**src/rtl/fan_timer_ctrl_pkg.sv**
```systemverilog
// Shared encodings for the fan front-panel controller: timer FSM states,
// timer-select codes, step multipliers and the fan speed codes used by the fan FSM.
package fan_timer_ctrl_pkg;

    typedef enum logic [1:0] {
        ST_IDLE   = 2'd0,
        ST_RUN    = 2'd1,
        ST_EXPIRE = 2'd2
    } state_t;

    typedef enum logic [1:0] {
        SEL_OFF = 2'd0,
        SEL_1   = 2'd1,
        SEL_3   = 2'd2,
        SEL_5   = 2'd3
    } timer_sel_t;

    localparam int unsigned MULT_SEL_1 = 1;
    localparam int unsigned MULT_SEL_3 = 3;
    localparam int unsigned MULT_SEL_5 = 5;

    typedef enum logic [1:0] {
        FAN_OFF  = 2'd0,
        FAN_LOW  = 2'd1,
        FAN_MED  = 2'd2,
        FAN_HIGH = 2'd3
    } fan_speed_t;

    // Number of timer steps loaded for a given timer-select code.
    function automatic int unsigned sel_mult(input logic [1:0] sel);
        case (sel)
            SEL_1:   return MULT_SEL_1;
            SEL_3:   return MULT_SEL_3;
            SEL_5:   return MULT_SEL_5;
            default: return 0;
        endcase
    endfunction

endpackage

```
**src/rtl/fan_timer_ctrl_tick_gen.sv**
```systemverilog
// Free-running prescaler: counts 0..TICKS_PER_SEC-1 and flags the last count
// as a one-cycle tick. i_clear restarts the period from zero.
module fan_timer_ctrl_tick_gen #(
    parameter int unsigned TICKS_PER_SEC = 100_000_000
) (
    input  logic i_clk,
    input  logic i_reset,
    input  logic i_clear,
    output logic o_tick
);
    localparam int unsigned CNT_W = (TICKS_PER_SEC > 1) ? $clog2(TICKS_PER_SEC) : 1;
    localparam logic [CNT_W-1:0] LAST = CNT_W'(TICKS_PER_SEC - 1);

    logic [CNT_W-1:0] r_count;

    always_ff @(posedge i_clk) begin
        if (i_reset || i_clear) begin
            r_count <= '0;
        end else if (r_count == LAST) begin
            r_count <= '0;
        end else begin
            r_count <= r_count + CNT_W'(1);
        end
    end

    assign o_tick = (r_count == LAST);

endmodule

```
**src/rtl/fan_timer_ctrl.sv**
```systemverilog
// Front-panel controller: turns button levels into one-cycle fan commands and
// runs the auto-off timer that issues an off command when it expires.
module fan_timer_ctrl
    import fan_timer_ctrl_pkg::*;
#(
    parameter int unsigned TICKS_PER_SEC  = 100_000_000,
    parameter int unsigned TIMER_STEP_SEC = 60,
    parameter int unsigned REMAIN_W       = 10
) (
    input  logic                i_clk,
    input  logic                i_reset,
    input  logic                i_button_R,
    input  logic                i_button_L,
    input  logic                i_button_D,
    input  logic                i_button_U,
    input  logic [1:0]          i_fanState,
    output logic                o_button_R,
    output logic                o_button_L,
    output logic                o_button_D,
    output logic [1:0]          o_timerSel,
    output logic [REMAIN_W-1:0] o_remain_sec,
    output logic                o_timer_active
);
    function automatic logic [REMAIN_W-1:0] reload_value(input logic [1:0] sel);
        return REMAIN_W'(sel_mult(sel) * TIMER_STEP_SEC);
    endfunction

    logic [3:0]          w_raw;
    logic [3:0]          w_rise;
    logic                w_fan_off;
    logic                w_tick;
    logic                w_clear;
    logic                w_expire;
    logic [1:0]          w_next_sel;

    logic [3:0]          r_prev;
    state_t              r_state;
    logic [1:0]          r_sel;
    logic [REMAIN_W-1:0] r_remain;
    logic                r_active;
    logic                r_btn_R;
    logic                r_btn_L;
    logic                r_btn_D;

    assign w_raw      = {i_button_U, i_button_D, i_button_L, i_button_R};
    assign w_rise     = w_raw & ~r_prev;
    assign w_fan_off  = (i_fanState == FAN_OFF);
    assign w_next_sel = r_sel + 2'd1;

    // Any reload (start or advance to a longer setting) restarts the second count.
    assign w_clear = w_rise[3] && !w_fan_off &&
                     ((r_state == ST_IDLE) || (r_state == ST_RUN && r_sel != SEL_5));

    // Cancel and U presses take precedence over the tick, so neither can expire.
    assign w_expire = (r_state == ST_RUN) && !w_fan_off && !w_rise[3] &&
                      w_tick && (r_remain == REMAIN_W'(1));

    fan_timer_ctrl_tick_gen #(
        .TICKS_PER_SEC(TICKS_PER_SEC)
    ) u_tick_gen (
        .i_clk  (i_clk),
        .i_reset(i_reset),
        .i_clear(w_clear),
        .o_tick (w_tick)
    );

    always_ff @(posedge i_clk) begin
        if (i_reset) begin
            r_prev   <= '1;
            r_state  <= ST_IDLE;
            r_sel    <= SEL_OFF;
            r_remain <= '0;
            r_active <= 1'b0;
            r_btn_R  <= 1'b0;
            r_btn_L  <= 1'b0;
            r_btn_D  <= 1'b0;
        end else begin
            r_prev  <= w_raw;
            r_btn_R <= 1'b0;
            r_btn_L <= 1'b0;
            r_btn_D <= 1'b0;

            if (w_expire) begin
                r_btn_D <= 1'b1;
            end else if (r_state != ST_EXPIRE) begin
                if (w_rise[2])      r_btn_D <= 1'b1;
                else if (w_rise[0]) r_btn_R <= 1'b1;
                else if (w_rise[1]) r_btn_L <= 1'b1;
            end

            case (r_state)
                ST_IDLE: begin
                    if (w_rise[3] && !w_fan_off) begin
                        r_state  <= ST_RUN;
                        r_sel    <= SEL_1;
                        r_remain <= reload_value(SEL_1);
                        r_active <= 1'b1;
                    end
                end
                ST_RUN: begin
                    if (w_fan_off || (w_rise[3] && r_sel == SEL_5)) begin
                        r_state  <= ST_IDLE;
                        r_sel    <= SEL_OFF;
                        r_remain <= '0;
                        r_active <= 1'b0;
                    end else if (w_rise[3]) begin
                        r_sel    <= w_next_sel;
                        r_remain <= reload_value(w_next_sel);
                    end else if (w_tick && r_remain != '0) begin
                        r_remain <= r_remain - REMAIN_W'(1);
                        if (r_remain == REMAIN_W'(1)) begin
                            r_state  <= ST_EXPIRE;
                            r_active <= 1'b0;
                        end
                    end
                end
                ST_EXPIRE: begin
                    r_state <= ST_IDLE;
                    r_sel   <= SEL_OFF;
                end
                default: begin
                    r_state  <= ST_IDLE;
                    r_sel    <= SEL_OFF;
                    r_remain <= '0;
                    r_active <= 1'b0;
                end
            endcase
        end
    end

    assign o_button_R     = r_btn_R;
    assign o_button_L     = r_btn_L;
    assign o_button_D     = r_btn_D;
    assign o_timerSel     = r_sel;
    assign o_remain_sec   = r_remain;
    assign o_timer_active = r_active;

endmodule

```
**config.mk**
```make
export PLATFORM = sky130hd
export DESIGN_NAME = fan_timer_ctrl
export DESIGN_NICKNAME = d
export VERILOG_FILES = /design/src/rtl/fan_timer_ctrl_pkg.sv /design/src/rtl/fan_timer_ctrl_tick_gen.sv /design/src/rtl/fan_timer_ctrl.sv
export SDC_FILE = /design/constraint.sdc
export NUM_CORES = 1
export LEC_CHECK = 0
export ABC_AREA = 1
export BUFFER_PORTS_ARGS = -buffer_cell sky130_fd_sc_hd__buf_2
export CAP_MARGIN = 20
export CORE_ASPECT_RATIO = 1.75
export CORE_MARGIN = 1.5
export CORE_UTILIZATION = 31
export DETAILED_ROUTE_END_ITERATION = 10
export RECOVER_POWER = 100
export SETUP_SLACK_MARGIN = 0.4
export SYNTH_ARGS = -nofsm -noshare
export SYNTH_HDL_FRONTEND = slang
export SYNTH_HIERARCHICAL = 1
export SYNTH_SLANG_ARGS = --single-unit
```
**constraint.sdc**
```tcl
create_clock -name i_clk -period 2.79 [get_ports i_clk]
set_clock_uncertainty 0.15 [all_clocks]
set_input_delay 0.279 -clock i_clk [delete_from_list [all_inputs] [get_ports i_clk]]
set_output_delay 0.279 -clock i_clk [all_outputs]
set_load 0.1 [all_outputs]
```
==> run metrics, run 1 <==
Ant. Diodes=0; crit path kind=reg -> reg; FP Rows=48; sequential power share=39.8%; Slew headroom=20.2%; Routed WL per cell=12.1 um; Nets=504; crit end category=flop; outcome=finished, final reports clean; Die Y=135 um; final hold vios=0; Area Growth Syn to Fin=10.8%; die width=78.3 um; Worst Path Required=2.83 ns; Vias/cell=4.62; first-pass GRT wire length=12100 um; Yosys Warn Count=6; Cell Count, Final, Fillers Out=614; clock power share=41.6%; TritonCTS sink count=49; largest net degree at the start of global routing=26; Initial Util=31.5%; placed cells=606; CP startpoint kind=flop; via count=2836; net count after synthesis=479; Pint=1.32 mW; Max Clock Freq=430 MHz; power density cells=553 nW/um^2; core box area=9790 um^2; crit share post-route=83.3%; CTS root buf=clkbuf_16; synthesized area per cell=6.65 um^2; combinational share of power=18.6%; Skew-Pair Late Insertion Delay=0.29 ns; post-CTS sizing=0; Detail Placement HPWL=5730 um; RePlAce Congestion=0.904; Worst VDD drop=0.000287 V; drt drc=0; 1st-pass router iterations=4; fraction of layout cells with a size suffix above 1=13.7%; Synth Instances=463; vias in the first global route=2717; CP arrival=2.36 ns; ANT nets after route=0; initial antenna violation count=0; CP Max Fanout=14; buffer count from post-CTS setup fixing=0; fin crit period=2.32 ns; num ports=24; post-synthesis cell type count=38; Iter 0 DRT Violations=132; GR Util All Layers=14.8%; Synth Register Bits=49; Post-Syn Area=3080 um^2; port bufs=23; Sum Neg Setup Slack=0 ns; # hold bufs at CTS=0; Tightest Pin Transition=1.20 ns; sw power=0.572 mW; switch share=30.3%; die area=10600 um^2; CTS tree=yes; sequential area share after synthesis=31.9%; Hold Crit Class=in -> reg; Lkg Pwr=1.43 nW; total clock buffers created by CTS=5; H-Tree Depth=2; Longest Clk Path Bufs=2; detailed-route wire length=7400 um; Slew Viols, Final=0; RSZ-0062 raised after global routing=false; Max-Cap Viols=0; grt ovf=0; CTS clk-pin slew, worst paths=0.07 ns; Setup violations, final=0
## power groups by stage
stage	Sequential [mW]	Combinational, mW	Clock (mW)
after global placement	0.766	0.359	0
after global routing	0.754	0.383	0.840
final	0.751	0.351	0.786
after detailed placement	0.767	0.362	0
after floorplan	0.873	0.194	0
after CTS	0.751	0.363	0.810
## routing by layer
layer | track usage, % | routed length (um) | vias up
li1 | - | - | 1472
met3 | 2.09 | 169 | 19
met2 | 29.6 | 4110 | 53
met4 | 9.33 | 342 | 0
met5 | 0 | 0 | -
met1 | 13.3 | 2790 | 1292
## sequential cells by signal, summed over array words and instances, names as in the netlist
register / count
o_button_L: 1
o_remain_sec: 10
o_button_D: 1
r_state: 2
u_tick_gen/r_count: 27
r_prev: 4
o_timerSel: 2
o_timer_active: 1
o_button_R: 1
## Yosys cell counts (all sizes together)
library cell / instances / area (um^2)
o21a: 1 / 7.51
dfxtp: 49 / 981
o21ai: 17 / 92.6
nand3: 26 / 140
or2: 3 / 18.8
a211oi: 1 / 7.51
xnor2: 5 / 43.8
a21oi: 20 / 123
buf: 5 / 63.8
ha: 8 / 100
clkinv: 2 / 12.5
a31oi: 1 / 6.26
nor3: 2 / 10.0
nand2: 141 / 589
and2: 2 / 12.5
a2111oi: 1 / 8.76
xor2: 7 / 61.3
nor3b: 1 / 7.51
inv: 61 / 229
nand4: 6 / 37.5
nand3b: 2 / 27.5
nor2: 102 / 499
## critical path: stages, from the launching register on
cell and delay, ns:
dfxtp_1 0.30, inv_1 0.04, nand2_1 0.31, o21ai_0 0.73
inv_1 0.18, nor2_1 0.24, nand3_1 0.12, nand2_1 0.07
a21oi_1 0.05
## layout make-up
class                           instances  area (um^2)
Clock buffer                            5          125
Clock inverter                          3         65.1
Fill cell                            1076         6380
Inverter                               63          241
Multi-Input combinational cell        346         1750
Sequential cell                        49          983
Tap cell                              125          156
Timing Repair Buffer                   23         93.8
## logic make-up after synthesis
kind of cell	synth area share [%]
AOI/OAI and AO/OA	7.96
DFF	31.9
xor gates and xnor gates	3.41
buffers and inverters	9.91
adders and majority gates	3.25
and+or+nand+nor	43.6
## cell usage in the layout (no fill, tap or decap), types with 5 or more instances in the layout
cell,synthesis,routed
o21ai_0,14,15
ha_1,8,8
xor2_1,7,7
buf_2,1,6
nor2_1,71,75
clkbuf_16,0,5
nand4_1,6,6
nand2_1,127,129
dfxtp_1,49,47
clkbuf_1,0,17
inv_1,59,59
nor2_2,25,21
nor2_4,5,5
nand2_2,9,10
a21oi_1,14,17
xnor2_1,5,5
nand3_1,24,24
## worst paths after layout
| kind | endpoint | cells past startpoint | slack (ns) | start |
|---|---|---|---|---|
| max reg2reg | o_timer_active | 8 | 0.47 | r_prev[3] |
| min reg2reg | o_button_R | 1 | 0.28 | r_prev[0] |
| max | o_timer_active | 8 | 0.47 | r_prev[3] |
| min | r_prev[2] | 3 | 0.02 | i_button_D |
## metrics by stage
| step | util, % | cell area [um^2] | hold WS (ns) | power [mW] | setup WS [ns] |
|---|---|---|---|---|---|
| 6_report | 34.9 | 3410 | 0.0245 | 1.89 | 0.467 |
| 5_1_grt | 34.9 | 3410 | 0.0328 | 1.98 | 0.248 |
| 4_1_cts | 35.5 | 3480 | 0.0187 | 1.92 | 0.535 |
| 3_5_place_dp | 33.6 | 3290 | 0.273 | 1.13 | 0.552 |
| 3_3_place_gp | 33.6 | 3290 | 0.255 | 1.12 | 0.633 |
| 2_1_floorplan | - | 3080 | 0.233 | 1.07 | 0.404 |
Note: power is estimated with default switching activity, not from simulation.
==> run 2: changes to the inputs <==
==> constraint.sdc (replaced) <==
create_clock -name i_clk -period 2.26 [get_ports i_clk]
set_clock_uncertainty 0.15 [all_clocks]
set_input_delay 0.226 -clock i_clk [delete_from_list [all_inputs] [get_ports i_clk]]
set_output_delay 0.226 -clock i_clk [all_outputs]
set_load 0.1 [all_outputs]
==> run 2 against run 1 <==
Effect of this change:
- global-route usage up 0.82 points
- wire length rose by 5.5%
- non-clock buffer count is 8 higher
- power grew 19%
- setup slack got worse by 0.19 ns
- die area unchanged
- largest cell class unchanged
==> run metrics, run 2 (synthesis results as in run 1) <==
outcome=finished, final reports clean (unchanged); Max-Cap Viols=0 (unchanged); port bufs=23 (unchanged); slowest CP cell=clkbuf_1 (was o21ai_0); most common cell after layout, fill and taps aside=nand2_1 (unchanged); CTS root buf=clkbuf_16 (unchanged); CP Max Fanout=5 (was 14); drt drc=0 (unchanged); num ports=24 (unchanged); Iter 0 DRT Violations=129 (was 132); Pwr Total=2.25 mW (was 1.89 mW); crit path kind=reg -> out (was reg -> reg); CTS tree=yes (unchanged); Lkg Pwr=1.48 nW (was 1.43 nW); detailed-route wire length=7810 um (was 7400 um); H-Tree Depth=2 (unchanged); Hold WS=0.0262 ns (was 0.0245 ns); RePlAce Congestion=0.857 (was 0.904); die area=10600 um^2 (unchanged); Initial Util=31.5% (unchanged); first-pass GRT wire length=12800 um (was 12100 um); CP delay by family, top=buffers and inverters (was compound AO/OA/AOI/OAI gates); Top reg by flops=u_tick_gen/r_count (unchanged); Longest Clk Path Bufs=2 (unchanged); Setup violations, final=0 (unchanged); Cell Count, Final, Fillers Out=624 (was 614); Tightest Pin Transition=1.19 ns (was 1.20 ns); CP arrival=1.60 ns (was 2.36 ns); most frequent cells in the layout=nand2_1, nor2_1, inv_1, dfxtp_1, nand3_1 (unchanged); RSZ-0062 raised after global routing=true (was false); Hold Crit Class=in -> reg (unchanged); Die Y=135 um (unchanged); ANT nets after route=0 (unchanged); CP startpoint kind=flop (unchanged); initial antenna violation count=0 (unchanged); FP Rows=48 (unchanged); grt ovf=0 (unchanged); Ant. Diodes=0 (unchanged); GR Util All Layers=15.6% (was 14.8%); Detail Placement HPWL=5710 um (was 5730 um); Slew headroom=21.0% (was 20.2%); critical path, cell by cell=clkbuf_1 (was inv_1 -> nand2_1 -> o21ai_0 -> inv_1 -> nor2_1 -> nand3_1 -> nand2_1 -> a21oi_1); TritonCTS sink count=49 (unchanged); Slew Viols, Final=0 (unchanged); vias in the first global route=2837 (was 2717); Routed WL per cell=12.5 um (was 12.1 um); Worst VDD drop=0.000389 V (was 0.000287 V); fraction of layout cells with a size suffix above 1=20.2% (was 13.7%); Vias/cell=4.67 (was 4.62); crit end category=primary output (was flop); CP max stage delay=0.89 ns (was 0.73 ns); CTS clk-pin slew, worst paths=0.07 ns (about the same); die width=78.3 um (unchanged); core box area=9790 um^2 (unchanged); total clock buffers created by CTS=5 (unchanged); flop-to-flop setup slack=0.35 ns (was 0.47 ns); final worst slack=0.281 ns (was 0.467 ns); Crit path buffers/inverters=1 (was 2); Area Growth Syn to Fin=17.0% (was 10.8%); Nets=514 (was 504); placed cells=606 (unchanged); via count=2915 (was 2836); crit share post-route=87.6%; Worst Path Required=1.88 ns (was 2.83 ns); final hold vios=0 (unchanged); fin crit period=1.98 ns; Max Clock Freq=505 MHz; Sum Neg Setup Slack=0 ns (unchanged); Skew-Pair Late Insertion Delay=0.29 ns (about the same); 1st-pass router iterations=4 (unchanged); dpl ws=0.237 ns (was 0.552 ns); largest net degree at the start of global routing=17 (was 26); power density cells=624 nW/um^2 (was 553 nW/um^2); max reg flops=27 (unchanged)
==> run 2: cell count changes in the layout (fill, tap and decap cells not counted), sizes merged <==
cell,previous run,this run
buf,6,10
nand3b,2,3
clkinvlp,0,2
bufinv,2,1
dlygate4sd3,0,3
clkbuf,22,23
nand2,141,142
inv,61,60
==> run 2: per-stage QoR <==
step                      utilization [%]  instance area [um^2]
after detailed placement             34.0                  3330
after global placement               34.0                  3330
after global routing                 36.8                  3600
final                                36.8                  3600
after floorplan                         -                  3130
after CTS                            37.0                  3620
==> run 2: area by class of cell <==
cell class	count	area [um^2]
Inverter	63	245
Fill cell	1095	6190
Clock buffer	5	125
Sequential cell	49	1010
Tap cell	125	156
Multi-Input combinational cell	348	1850
Timing Repair Buffer	31	161
Clock inverter	3	46.3
==> run 2: where the power goes <==
part | switching, mW | internal [mW] | total (mW)
Clock | 0.335 | 0.524 | 0.858
Combinational | 0.348 | 0.113 | 0.461
Sequential | 0.0340 | 0.894 | 0.928
==> run 2: final timing paths <==
kind	start	to	cells after the start
setup / recovery	o_remain_sec[2]	o_remain_sec[2]	1
hold / removal	i_button_U	r_prev[3]	2
setup reg to reg	u_tick_gen/r_count[0]	o_remain_sec[5]	12
hold reg to reg	r_prev[0]	o_button_R	1
==> run 2: routing by layer <==
metal	share of wire (%)	track usage [%]	vias to the layer above	routed length (um)
met5	0	0	-	0
met4	2.6	7.14	0	202
met3	1.7	2.36	14	130
met2	59	31.9	44	4590
met1	37	14.5	1354	2890
li1	-	-	1503	-
==> run 2: repair_timing <==
action	in CTS	in global routing
hold buffers	3	0
resized for setup	9	19
hold endpoints to repair	3	0
pin swaps	7	10
endpoints found under the setup margin	25	15
cloned	2	0
buffers inserted	4	1
